==> config.mk <==
export PLATFORM = sky130hd
export DESIGN_NAME = i2c_cfg_arbiter
export DESIGN_NICKNAME = d
export VERILOG_FILES = /design/src/rtl/i2c_cfg_arbiter.sv
export SDC_FILE = /design/constraint.sdc
export NUM_CORES = 1
export LEC_CHECK = 0
export ABC_AREA = 1
export ABC_CLOCK_PERIOD_IN_PS = 4100
export CORE_MARGIN = 5
export CORE_UTILIZATION = 30
export CTS_CLUSTER_DIAMETER = 30
export DETAILED_ROUTE_END_ITERATION = 16
export PLACE_DENSITY = 0.6
export SYNTH_ARGS = -nofsm -noshare
export SYNTH_HDL_FRONTEND = slang
export SYNTH_SLANG_ARGS = --single-unit
==> constraint.sdc <==
create_clock -name clk -period 4.1 [get_ports clk]
set_input_delay 1.23 -clock clk [delete_from_list [all_inputs] [get_ports clk]]
set_output_delay 1.23 -clock clk [all_outputs]
set_load 0.005 [all_outputs]
==> src/rtl/i2c_cfg_arbiter.sv <==
// -----------------------------------------------------------------------------
// i2c_cfg_arbiter
//
// Shares one i2c_dri instance between two register-configuration sequencers
// (for example the MS7200 receiver cfg and the MS7210 transmitter cfg) on one
// board I2C bus. Each requester's single-cycle exec pulse is latched as a
// pending request. The bus is granted round-robin, and the granted requester's
// transaction fields are forwarded to the driver. Completion, read data and
// error status are routed back to the requester that owns the transfer. A
// watchdog aborts a transfer that never completes. Runs on dri_clk.
//
// Parameters
//   TIMEOUT_CYC  cycles from m_exec to m_done before the transfer is aborted
//   GAP_CYC      idle cycles after each transfer before the next grant (>= 1)
//
// Ports
//   clk, rst                  dri_clk, asynchronous active-high reset
//   rN_exec                   single-cycle request from requester N (N = 0, 1)
//   rN_slave_addr/bit_ctrl/   transaction fields from requester N
//   rN_rh_wl/addr/data_w
//   rN_done, rN_err           one-cycle completion pulse; error flag valid with it
//   rN_data_r                 read data, held until N's next completion
//   m_exec, m_slave_addr,     strobe and transaction fields to i2c_dri
//   m_bit_ctrl, m_rh_wl,
//   m_addr, m_data_w
//   m_done, m_ack, m_data_r   completion, NACK flag and read data from i2c_dri
//   busy                      high whenever the arbiter is not IDLE
//   grant                     index of the current or last-served requester
// -----------------------------------------------------------------------------
module i2c_cfg_arbiter #(
  parameter logic [19:0] TIMEOUT_CYC = 20'd200_000,
  parameter logic [7:0]  GAP_CYC     = 8'd4
) (
  input  logic        clk,
  input  logic        rst,
  // requester 0
  input  logic        r0_exec,
  input  logic [6:0]  r0_slave_addr,
  input  logic        r0_bit_ctrl,
  input  logic        r0_rh_wl,
  input  logic [15:0] r0_addr,
  input  logic [7:0]  r0_data_w,
  output logic        r0_done,
  output logic        r0_err,
  output logic [7:0]  r0_data_r,
  // requester 1
  input  logic        r1_exec,
  input  logic [6:0]  r1_slave_addr,
  input  logic        r1_bit_ctrl,
  input  logic        r1_rh_wl,
  input  logic [15:0] r1_addr,
  input  logic [7:0]  r1_data_w,
  output logic        r1_done,
  output logic        r1_err,
  output logic [7:0]  r1_data_r,
  // i2c_dri side
  output logic        m_exec,
  output logic [6:0]  m_slave_addr,
  output logic        m_bit_ctrl,
  output logic        m_rh_wl,
  output logic [15:0] m_addr,
  output logic [7:0]  m_data_w,
  input  logic        m_done,
  input  logic        m_ack,
  input  logic [7:0]  m_data_r,
  // status
  output logic        busy,
  output logic        grant
);

  typedef enum logic [1:0] {
    S_IDLE,
    S_ISSUE,
    S_BUSY,
    S_GAP
  } state_e;

  state_e      state_q, state_d;
  logic [19:0] cnt_q, cnt_d;
  logic        pend0_q, pend0_d;
  logic        pend1_q, pend1_d;
  logic        grant_q, grant_d;
  logic        busy_q, busy_d;

  logic        m_exec_q, m_exec_d;
  logic [6:0]  m_slave_addr_q, m_slave_addr_d;
  logic        m_bit_ctrl_q, m_bit_ctrl_d;
  logic        m_rh_wl_q, m_rh_wl_d;
  logic [15:0] m_addr_q, m_addr_d;
  logic [7:0]  m_data_w_q, m_data_w_d;

  logic        r0_done_q, r0_done_d;
  logic        r0_err_q, r0_err_d;
  logic [7:0]  r0_data_r_q, r0_data_r_d;
  logic        r1_done_q, r1_done_d;
  logic        r1_err_q, r1_err_d;
  logic [7:0]  r1_data_r_q, r1_data_r_d;

  logic        take;  // a grant happens on this edge
  logic        sel;   // requester chosen when take is high

  // Shared counter: watchdog while a transfer is outstanding, gap timer after it.
  localparam logic [19:0] TIMEOUT_LAST = TIMEOUT_CYC - 20'd1;
  localparam logic [19:0] GAP_LAST     = {12'd0, GAP_CYC} - 20'd1;

  // NOTE: every signal assigned here gets a default first, so no path through
  // the case statement can leave one unassigned and infer a latch.
  always_comb begin
    state_d        = state_q;
    cnt_d          = cnt_q;
    grant_d        = grant_q;
    m_exec_d       = 1'b0;
    m_slave_addr_d = m_slave_addr_q;
    m_bit_ctrl_d   = m_bit_ctrl_q;
    m_rh_wl_d      = m_rh_wl_q;
    m_addr_d       = m_addr_q;
    m_data_w_d     = m_data_w_q;
    r0_done_d      = 1'b0;
    r0_err_d       = r0_err_q;
    r0_data_r_d    = r0_data_r_q;
    r1_done_d      = 1'b0;
    r1_err_d       = r1_err_q;
    r1_data_r_d    = r1_data_r_q;
    take           = 1'b0;
    sel            = 1'b0;

    unique case (state_q)
      S_IDLE: begin
        cnt_d = 20'd0;
        if (pend0_q || pend1_q) begin
          take = 1'b1;
          // Round-robin on contention: the requester not served last time wins.
          sel  = (pend0_q && pend1_q) ? ~grant_q : pend1_q;
          grant_d  = sel;
          m_exec_d = 1'b1;
          state_d  = S_ISSUE;
          if (sel) begin
            m_slave_addr_d = r1_slave_addr;
            m_bit_ctrl_d   = r1_bit_ctrl;
            m_rh_wl_d      = r1_rh_wl;
            m_addr_d       = r1_addr;
            m_data_w_d     = r1_data_w;
          end else begin
            m_slave_addr_d = r0_slave_addr;
            m_bit_ctrl_d   = r0_bit_ctrl;
            m_rh_wl_d      = r0_rh_wl;
            m_addr_d       = r0_addr;
            m_data_w_d     = r0_data_w;
          end
        end
      end

      S_ISSUE: begin
        // The watchdog starts from zero here; the exec cycle counts as cycle 0
        // of the TIMEOUT_CYC window.
        cnt_d   = 20'd1;
        state_d = S_BUSY;
      end

      S_BUSY: begin
        cnt_d = cnt_q + 20'd1;
        // m_done is tested first so a completion coinciding with the timeout
        // still reports the driver's real status.
        if (m_done) begin
          state_d = S_GAP;
          cnt_d   = 20'd0;
          if (grant_q) begin
            r1_done_d = 1'b1;
            r1_err_d  = m_ack;
            if (m_rh_wl_q) r1_data_r_d = m_data_r;
          end else begin
            r0_done_d = 1'b1;
            r0_err_d  = m_ack;
            if (m_rh_wl_q) r0_data_r_d = m_data_r;
          end
        end else if (cnt_q == TIMEOUT_LAST) begin
          state_d = S_GAP;
          cnt_d   = 20'd0;
          if (grant_q) begin
            r1_done_d = 1'b1;
            r1_err_d  = 1'b1;
          end else begin
            r0_done_d = 1'b1;
            r0_err_d  = 1'b1;
          end
        end
      end

      S_GAP: begin
        cnt_d = cnt_q + 20'd1;
        if (cnt_q == GAP_LAST) begin
          state_d = S_IDLE;
          cnt_d   = 20'd0;
        end
      end

      default: begin
        state_d = S_IDLE;
        cnt_d   = 20'd0;
      end
    endcase
  end

  // A set pending flag ignores further execs and only clears when granted; a
  // clear flag is set by any exec, including one from the requester in service.
  assign pend0_d = pend0_q ? ~(take && !sel) : r0_exec;
  assign pend1_d = pend1_q ? ~(take &&  sel) : r1_exec;
  assign busy_d  = (state_d != S_IDLE);

  // NOTE: sequential state uses non-blocking assignments only, so every
  // register samples the pre-edge values regardless of statement order.
  always_ff @(posedge clk or posedge rst) begin
    if (rst) begin
      state_q        <= S_IDLE;
      cnt_q          <= 20'd0;
      pend0_q        <= 1'b0;
      pend1_q        <= 1'b0;
      grant_q        <= 1'b1;  // requester 0 wins the first contention
      busy_q         <= 1'b0;
      m_exec_q       <= 1'b0;
      m_slave_addr_q <= 7'd0;
      m_bit_ctrl_q   <= 1'b0;
      m_rh_wl_q      <= 1'b0;
      m_addr_q       <= 16'd0;
      m_data_w_q     <= 8'd0;
      r0_done_q      <= 1'b0;
      r0_err_q       <= 1'b0;
      r0_data_r_q    <= 8'd0;
      r1_done_q      <= 1'b0;
      r1_err_q       <= 1'b0;
      r1_data_r_q    <= 8'd0;
    end else begin
      state_q        <= state_d;
      cnt_q          <= cnt_d;
      pend0_q        <= pend0_d;
      pend1_q        <= pend1_d;
      grant_q        <= grant_d;
      busy_q         <= busy_d;
      m_exec_q       <= m_exec_d;
      m_slave_addr_q <= m_slave_addr_d;
      m_bit_ctrl_q   <= m_bit_ctrl_d;
      m_rh_wl_q      <= m_rh_wl_d;
      m_addr_q       <= m_addr_d;
      m_data_w_q     <= m_data_w_d;
      r0_done_q      <= r0_done_d;
      r0_err_q       <= r0_err_d;
      r0_data_r_q    <= r0_data_r_d;
      r1_done_q      <= r1_done_d;
      r1_err_q       <= r1_err_d;
      r1_data_r_q    <= r1_data_r_d;
    end
  end

  assign m_exec       = m_exec_q;
  assign m_slave_addr = m_slave_addr_q;
  assign m_bit_ctrl   = m_bit_ctrl_q;
  assign m_rh_wl      = m_rh_wl_q;
  assign m_addr       = m_addr_q;
  assign m_data_w     = m_data_w_q;
  assign r0_done      = r0_done_q;
  assign r0_err       = r0_err_q;
  assign r0_data_r    = r0_data_r_q;
  assign r1_done      = r1_done_q;
  assign r1_err       = r1_err_q;
  assign r1_data_r    = r1_data_r_q;
  assign busy         = busy_q;
  assign grant        = grant_q;

endmodule

==> results of run 1 <==
## flip-flops by register name (all words and copies together), names as in the netlist, 2 cells and up
signal,count
r1_data_r,8
m_addr,16
r0_data_r,8
m_data_w,8
m_slave_addr,7
cnt_q,20
state_q,2
## metrics by stage
| step | area (um^2) | utilization | setup slack (ns) | power [uW] |
|---|---|---|---|---|
| after floorplan | 3943 | - | 0.8199 | 2018 |
| after global placement | 5435 | 0.4255 | 1.414 | 2794 |
| after detailed placement | 5435 | 0.4255 | 1.375 | 2806 |
| after CTS | 5753 | 0.4504 | 1.318 | 3673 |
| after global routing | 5753 | 0.4504 | 1.293 | 3896 |
| final | 5753 | 0.4504 | 1.346 | 3604 |
## synthesized netlist by cell type, drive strengths merged
library cell / count / area share
nor3: 2 / 0.0025
nand3: 31 / 0.046
a211oi: 2 / 0.0038
nor2: 96 / 0.11
or2: 1 / 0.0016
xor2: 9 / 0.020
inv: 45 / 0.043
a21oi: 1 / 0.0041
o21bai: 1 / 0.0029
nand4: 9 / 0.014
xnor2: 3 / 0.0067
ha: 1 / 0.0032
dfrtp: 79 / 0.50
o21ai: 84 / 0.11
buf: 16 / 0.024
dfstp: 1 / 0.0067
nand2: 99 / 0.099
## power by group through the flow
stage / clock network (uW) / registers (uW) / logic, uW
CTS: 868 / 1290 / 1510
global placement: 0 / 1290 / 1500
global route: 897 / 1330 / 1670
detailed placement: 0 / 1300 / 1510
floorplan: 0 / 1290 / 728
finish: 842 / 1290 / 1470
## tightest hold or removal path, stage by stage, from the launching register on
cell and delay, ns:
dfrtp_1 0.34, nand2_1 0.05, nand2_1 0.05
## layout make-up
cell class / instances / area [um^2] / share of cell area
flip-flops and latches: 80 / 2003 / 0.3482
multi-input cells: 339 / 1673 / 0.2908
repair buffers: 136 / 1371 / 0.2384
well taps: 172 / 215.2 / 0.03741
clock buffers: 12 / 266.5 / 0.04632
clock inverters: 4 / 51.30 / 0.008917
inverters: 45 / 172.7 / 0.03001
## layer usage
| metal | wire length (um) | global-route usage | vias up |
|---|---|---|---|
| li1 | - | - | 1805 |
| met1 | 4751 | 0.1795 | 1625 |
| met2 | 5108 | 0.2277 | 111 |
| met3 | 829 | 0.05875 | 13 |
| met4 | 130 | 0.04836 | 0 |
| met5 | 0 | 0 | - |
## cells in the final DEF (no fill, tap or decap)
cell type        netlist  final
clkdlybuf4s50_1        0    135
nand2_1               91     91
dfrtp_1               79     79
nor2_1                74     74
o21ai_0               44     44
o21ai_1               40     40
inv_1                 39     38
nand3_1               27     27
nor2_2                16     16
nand4_1                9      9
xor2_1                 9      9
clkbuf_16              0      9
nand2_2                8      8
nor2_4                 6      6
inv_2                  5      5
nand3_2                3      3
xnor2_1                3      3
clkbuf_8               0      3
nor3_1                 2      2
a211oi_1               2      2
clkinv_2               0      2
a21oi_4                1      1
nand3_4                1      1
or2_2                  1      1
inv_4                  1      1
o21bai_2               1      1
ha_1                   1      1
bufinv_16              0      1
clkinvlp_4             0      1
clkinv_4               0      1
dfstp_2                1      1
buf_12                 0      1
## worst max path at each step
| stage | startpoint | endpoint | cells past startpoint |
|---|---|---|---|
| finish | grant | grant | 1 |
| floorplan | rst | busy | 1 |
| CTS | grant | grant | 1 |
| global route | grant | grant | 1 |
| global placement | m_done | r0_data_r[7] | 6 |
| detailed placement | m_done | r0_data_r[7] | 5 |
## logic make-up after synthesis
group	Yosys count
AO/OA/AOI/OAI	88
adder cells (fa/ha/maj)	1
buffers and inverters	61
flip-flops	80
XOR/XNOR	12
AND/OR/NAND/NOR	238
==> flow_summary.yaml, run 1 <==
outcome:
  status: "completed"
synthesis:
  ys.warnings.count: 0
  post_synth_and_or_nand_nor_area_fraction: 0.2771
  yosys.area_share.xor_xnor: 0.02666
  synth.area.mux_share: 0
  synthAdderAreaFrac: 0.003174
  seq_area_frac_synth: 0.5081
  synth_top_family_by_area: "simple AND/OR/NAND/NOR gates"
  synth.net_count: 561
  postSynthRegisterBits: 80
  synthesis.instances: 480
  synth-compound-area-share: 0.1174
  synth_area_um2: 3943
  syn-mean-instance-area_um2: 8.214
  ys_types: 27
worst_setup_path:
  worstPathMaxFanout: 7
  worstPathBufferInverterCount: 1
  worst_ep_arrival_time_ns: 1.52
  timing.reg2reg.worst_path_depth: 6
  worst_setup_sp_type: "flop"
  worstReg2RegStart: "state_q[0]"
  cp_data_required_time_ns: 2.87
  critPathCaptureType: "output port"
  critical_path.max_stage_delay_ns: 0.63
  critical_path.cell_chain: "clkdlybuf4s50_1"
  timing.critical_path.max_delay_family: "flip-flops"
  cpMaxStageDelayCell: "dfstp_2"
  reg2reg_slack_ns: 1.85
  critical_setup_path_kind: "flop to output port"
  worstReg2RegEnd: "pend0_q"
detailed_routing:
  drt_pre_antenna_iters: 4
  ant_nets: 0
  routed_via_density: 4.510
  routed-via-count: 3554
  route.detailed.drc: 0
  dr.first_iter.drc_count: 172
  wl_mm: 10.82
  route.detailed.wl_per_inst_um: 13.73
timing:
  max_slew.worst_pin.slew_ns: 0.8187
  layout_worst_path_cycle_share: 0.6718
  maxSlewViolCount: 0
  clock-skew-final_ns: 0.009285
  hold_slack_ns: 0.4762
  hold_viol_final: 0
  setup_tns_ns: 0
  max-slew-margin-rel: 0.4530
  rsz0062_at_grt: "no"
  clock.fmax_mhz: 363.0
  report.final.setup_viol: 0
  finalWorstPathRequiredPeriod_ns: 2.754
clocking:
  clock_sinks: 80
  hold_buffers: 0
  clock_transition_at_the_register_clock_pins_on_the_worst_setup_and_hold_paths_after_cts_ns: 0.06
  buffer_type_at_the_clock_tree_root: "clkbuf_16"
  max-clock-path-buffers: 2
  cts-htree-levels: 3
  tritoncts: "built"
  post_cts_buffers: 0
  ctsResizeCount: 0
  cts-buffers-inserted: 9
  clock_insertion_delay_worst_skew_ns: 0.34
grt:
  grt.total_usage: 0.1444
  first_global_vias: 3726
  initial_antenna_violation_count: 0
  grt-ovfl-total: 0
  grt_pass1_wl_mm: 18.40
  largest_net_degree_at_the_start_of_global_routing: 81
min_path:
  hold_path_startpoint: "r0_err"
  hold_path.class: "flop to flop"
  worstHoldPathCells: 2
  hold_ep: "r0_err"
final_layout:
  final-instance-count-excl-fill: 788
  final_nets: 692
  layout-area-overhead-vs-synth_pct: 45.92
  antennaDiodeCount: 0
  fillers: 1235
  final_layout_size_suffix_gt1_frac: 0.1006
power_and_ir_drop:
  power.sequential.fraction: 0.357
  leakage_component_of_the_power_uw: 0.002485
  p_switching_uw: 1250
  ir_drop_mv: 0.2334
  p_per_area_nw_per_um2: 626.4
  power_frac_clock: 0.234
  power.share.switching: 0.3469
  power.combinational.fraction: 0.409
  intPower_uw: 2354
floorplanning:
  design.portCount: 136
  die_area_um2: 15530
  floorplan.core_area_um2: 12770
  initial_core_util: 0.3086
  rows: 41
  die_w_um: 124.6
  die_y_um: 124.6
placement:
  placedCellCount: 772
  port-buffer-count: 135
  dp.final_hpwl_mm: 7.983
  gp_routability_congestion: 0.8900
flow_run:
  max-cap-violations: 0
No activity file was read; power rests on OpenSTA's default activity.
==> run 2, diff against run 1 <==
- ABC_CLOCK_PERIOD_IN_PS: 4100 -> 2800
- clock period: 4.1 -> 2.8 ns (I/O delays scaled with it)
==> run 2 against run 1 <==
  * Cell count up 0.51%
  * Largest cell class unchanged
  * Die area unchanged
  * Via count up 2.5%
  * Worst hold slack better by 0.010 ns
  * Setup slack worse by 0.90 ns
  * Utilization down 0.11 points
  * Global-route usage up 0.16 points
  * First-iteration DRC count up 15%
  * Clock power up 26%
  * Critical endpoint unchanged
==> flow_summary.yaml, run 2 (synthesis gave the netlist of run 1 again) <==
outcome:
  status: "completed"
final_layout:
  commonest_non_fill_non_tap_cell_in_the_layout: "clkdlybuf4s50_1"
  flip_flop_count_of_the_largest_register_after_layout: 20
  antennaDiodeCount: 0
  final_nets: 696
  final_layout_size_suffix_gt1_frac: 0.1016
  top_library_cells_by_usage_in_the_layout_fill_and_taps_aside: "clkdlybuf4s50_1, nand2_1, dfrtp_1"
  layout-area-overhead-vs-synth_pct: 45.57
  largest_register: "cnt_q"
  fillers: 1257
detailed_routing:
  wl_mm: 11.10
  route.detailed.wl_per_inst_um: 14.02
  route.detailed.drc: 0
  routed_via_density: 4.600
  routed-via-count: 3643
  ant_nets: 0
  dr.first_iter.drc_count: 198
  drt_pre_antenna_iters: 4
clocking:
  clock_transition_at_the_register_clock_pins_on_the_worst_setup_and_hold_paths_after_cts_ns: 0.06
  hold_buffers: 0
  buffer_type_at_the_clock_tree_root: "clkbuf_16"
  max-clock-path-buffers: 2
  post_cts_buffers: 0
  cts-htree-levels: 3
  clock_insertion_delay_worst_skew_ns: 0.34
  clock_sinks: 80
  tritoncts: "built"
  ctsResizeCount: 0
  cts-buffers-inserted: 9
timing:
  max-slew-margin-rel: 0.5769
  clock.fmax_mhz: 424.9
  max_slew.worst_pin.slew_ns: 0.6338
  report.final.setup_viol: 0
  worst_case_setup_margin_in_the_final_layout_ns: 0.4464
  maxSlewViolCount: 0
  layout_worst_path_cycle_share: 0.8406
  clock-skew-final_ns: 0.005145
  hold_slack_ns: 0.4866
  hold_viol_final: 0
  setup_tns_ns: 0
  finalWorstPathRequiredPeriod_ns: 2.354
  rsz0062_at_grt: "no"
worst_setup_path:
  worstPathMaxFanout: 7
  worstPathBufferInverterCount: 1
  critical_path.cell_chain: "clkdlybuf4s50_1"
  worstReg2RegEnd: "r0_data_r[1]"
  critPathCaptureType: "output port"
  critical_path.max_stage_delay_ns: 0.62
  cp_data_required_time_ns: 1.96
  reg2reg_slack_ns: 1.04
  worst_ep_arrival_time_ns: 1.51
  worstReg2RegStart: "state_q[0]"
  timing.reg2reg.worst_path_depth: 3
  worst_setup_sp_type: "flop"
  cpMaxStageDelayCell: "dfstp_2"
  critical_setup_path_kind: "flop to output port"
  timing.critical_path.max_delay_family: "flip-flops"
placement:
  port-buffer-count: 135
  dp.final_hpwl_mm: 8.270
  gp_routability_congestion: 0.8867
  placement.setup.worst_slack_ns: 0.4125
power_and_ir_drop:
  report.power.total_uw: 5142
  ir_drop_mv: 0.4233
  p_per_area_nw_per_um2: 895.9
  leakage_component_of_the_power_uw: 0.002477
min_path:
  hold_ep: "r1_err"
  hold_path.class: "flop to flop"
  worstHoldPathCells: 2
  hold_path_startpoint: "r1_err"
grt:
  grt_pass1_wl_mm: 18.46
  largest_net_degree_at_the_start_of_global_routing: 37
  initial_antenna_violation_count: 0
  grt.total_usage: 0.1460
  first_global_vias: 3790
  grt-ovfl-total: 0
floorplanning:
  die_w_um: 124.6
  floorplan.core_area_um2: 12770
  die_y_um: 124.6
  rows: 41
  die_area_um2: 15530
  design.portCount: 136
  initial_core_util: 0.3086
flow_run:
  max-cap-violations: 0
## run 2: changes by cell type in the layout (fill, tap and decap cells not counted)
cell / before / now
buf_4: 0 / 3
buf_12: 1 / 2
clkinvlp_4: 1 / 2
bufinv_16: 1 / 0
clkbuf_8: 3 / 0
clkinv_4: 1 / 0
clkinv_2: 2 / 3
clkbuf_1: 0 / 3
## run 2: final cells by class
| class | count | area (um^2) | area share |
|---|---|---|---|
| multi-input combinational | 339 | 1673 | 0.2915 |
| sequential | 80 | 2003 | 0.3490 |
| inverter | 45 | 175.2 | 0.03052 |
| tap | 172 | 215.2 | 0.03750 |
| clock inverter | 4 | 22.52 | 0.003924 |
| timing repair buffer | 140 | 1414 | 0.2463 |
| clock buffer | 12 | 236.5 | 0.04120 |
## run 2: per-stage QoR
step / utilization / cells / area [um^2]
after floorplan: - / 480 / 3946
after global placement: 0.4290 / 776 / 5480
after detailed placement: 0.4290 / 776 / 5480
after CTS: 0.4493 / 792 / 5739
after global routing: 0.4493 / 792 / 5739
final: 0.4493 / 792 / 5739
## run 2: power by group
group	switching [uW]	total (uW)	internal (uW)
Clock	465	1060	596
Combinational	1090	2190	1100
Sequential	290	1890	1600
Total	1850	5140	3300
## run 2: per-layer routing
layer  vias up  wire length [um]  global-route usage  part of all wire
li1       1808                 -                   -                 -
met1      1695              4743              0.1725              0.43
met2       121              5192              0.2344              0.47
met3        19               926             0.06561             0.083
met4         0               239             0.05287             0.022
met5         -                 0                   0                 0
## run 2: worst max-delay path by stage
stage / endpoint / cells past startpoint / startpoint
final: grant / 1 / grant
after global routing: grant / 1 / grant
after CTS: grant / 1 / grant
after detailed placement: r0_data_r[1] / 5 / m_done
after global placement: r0_data_r[0] / 6 / m_done
after floorplan: busy / 1 / rst
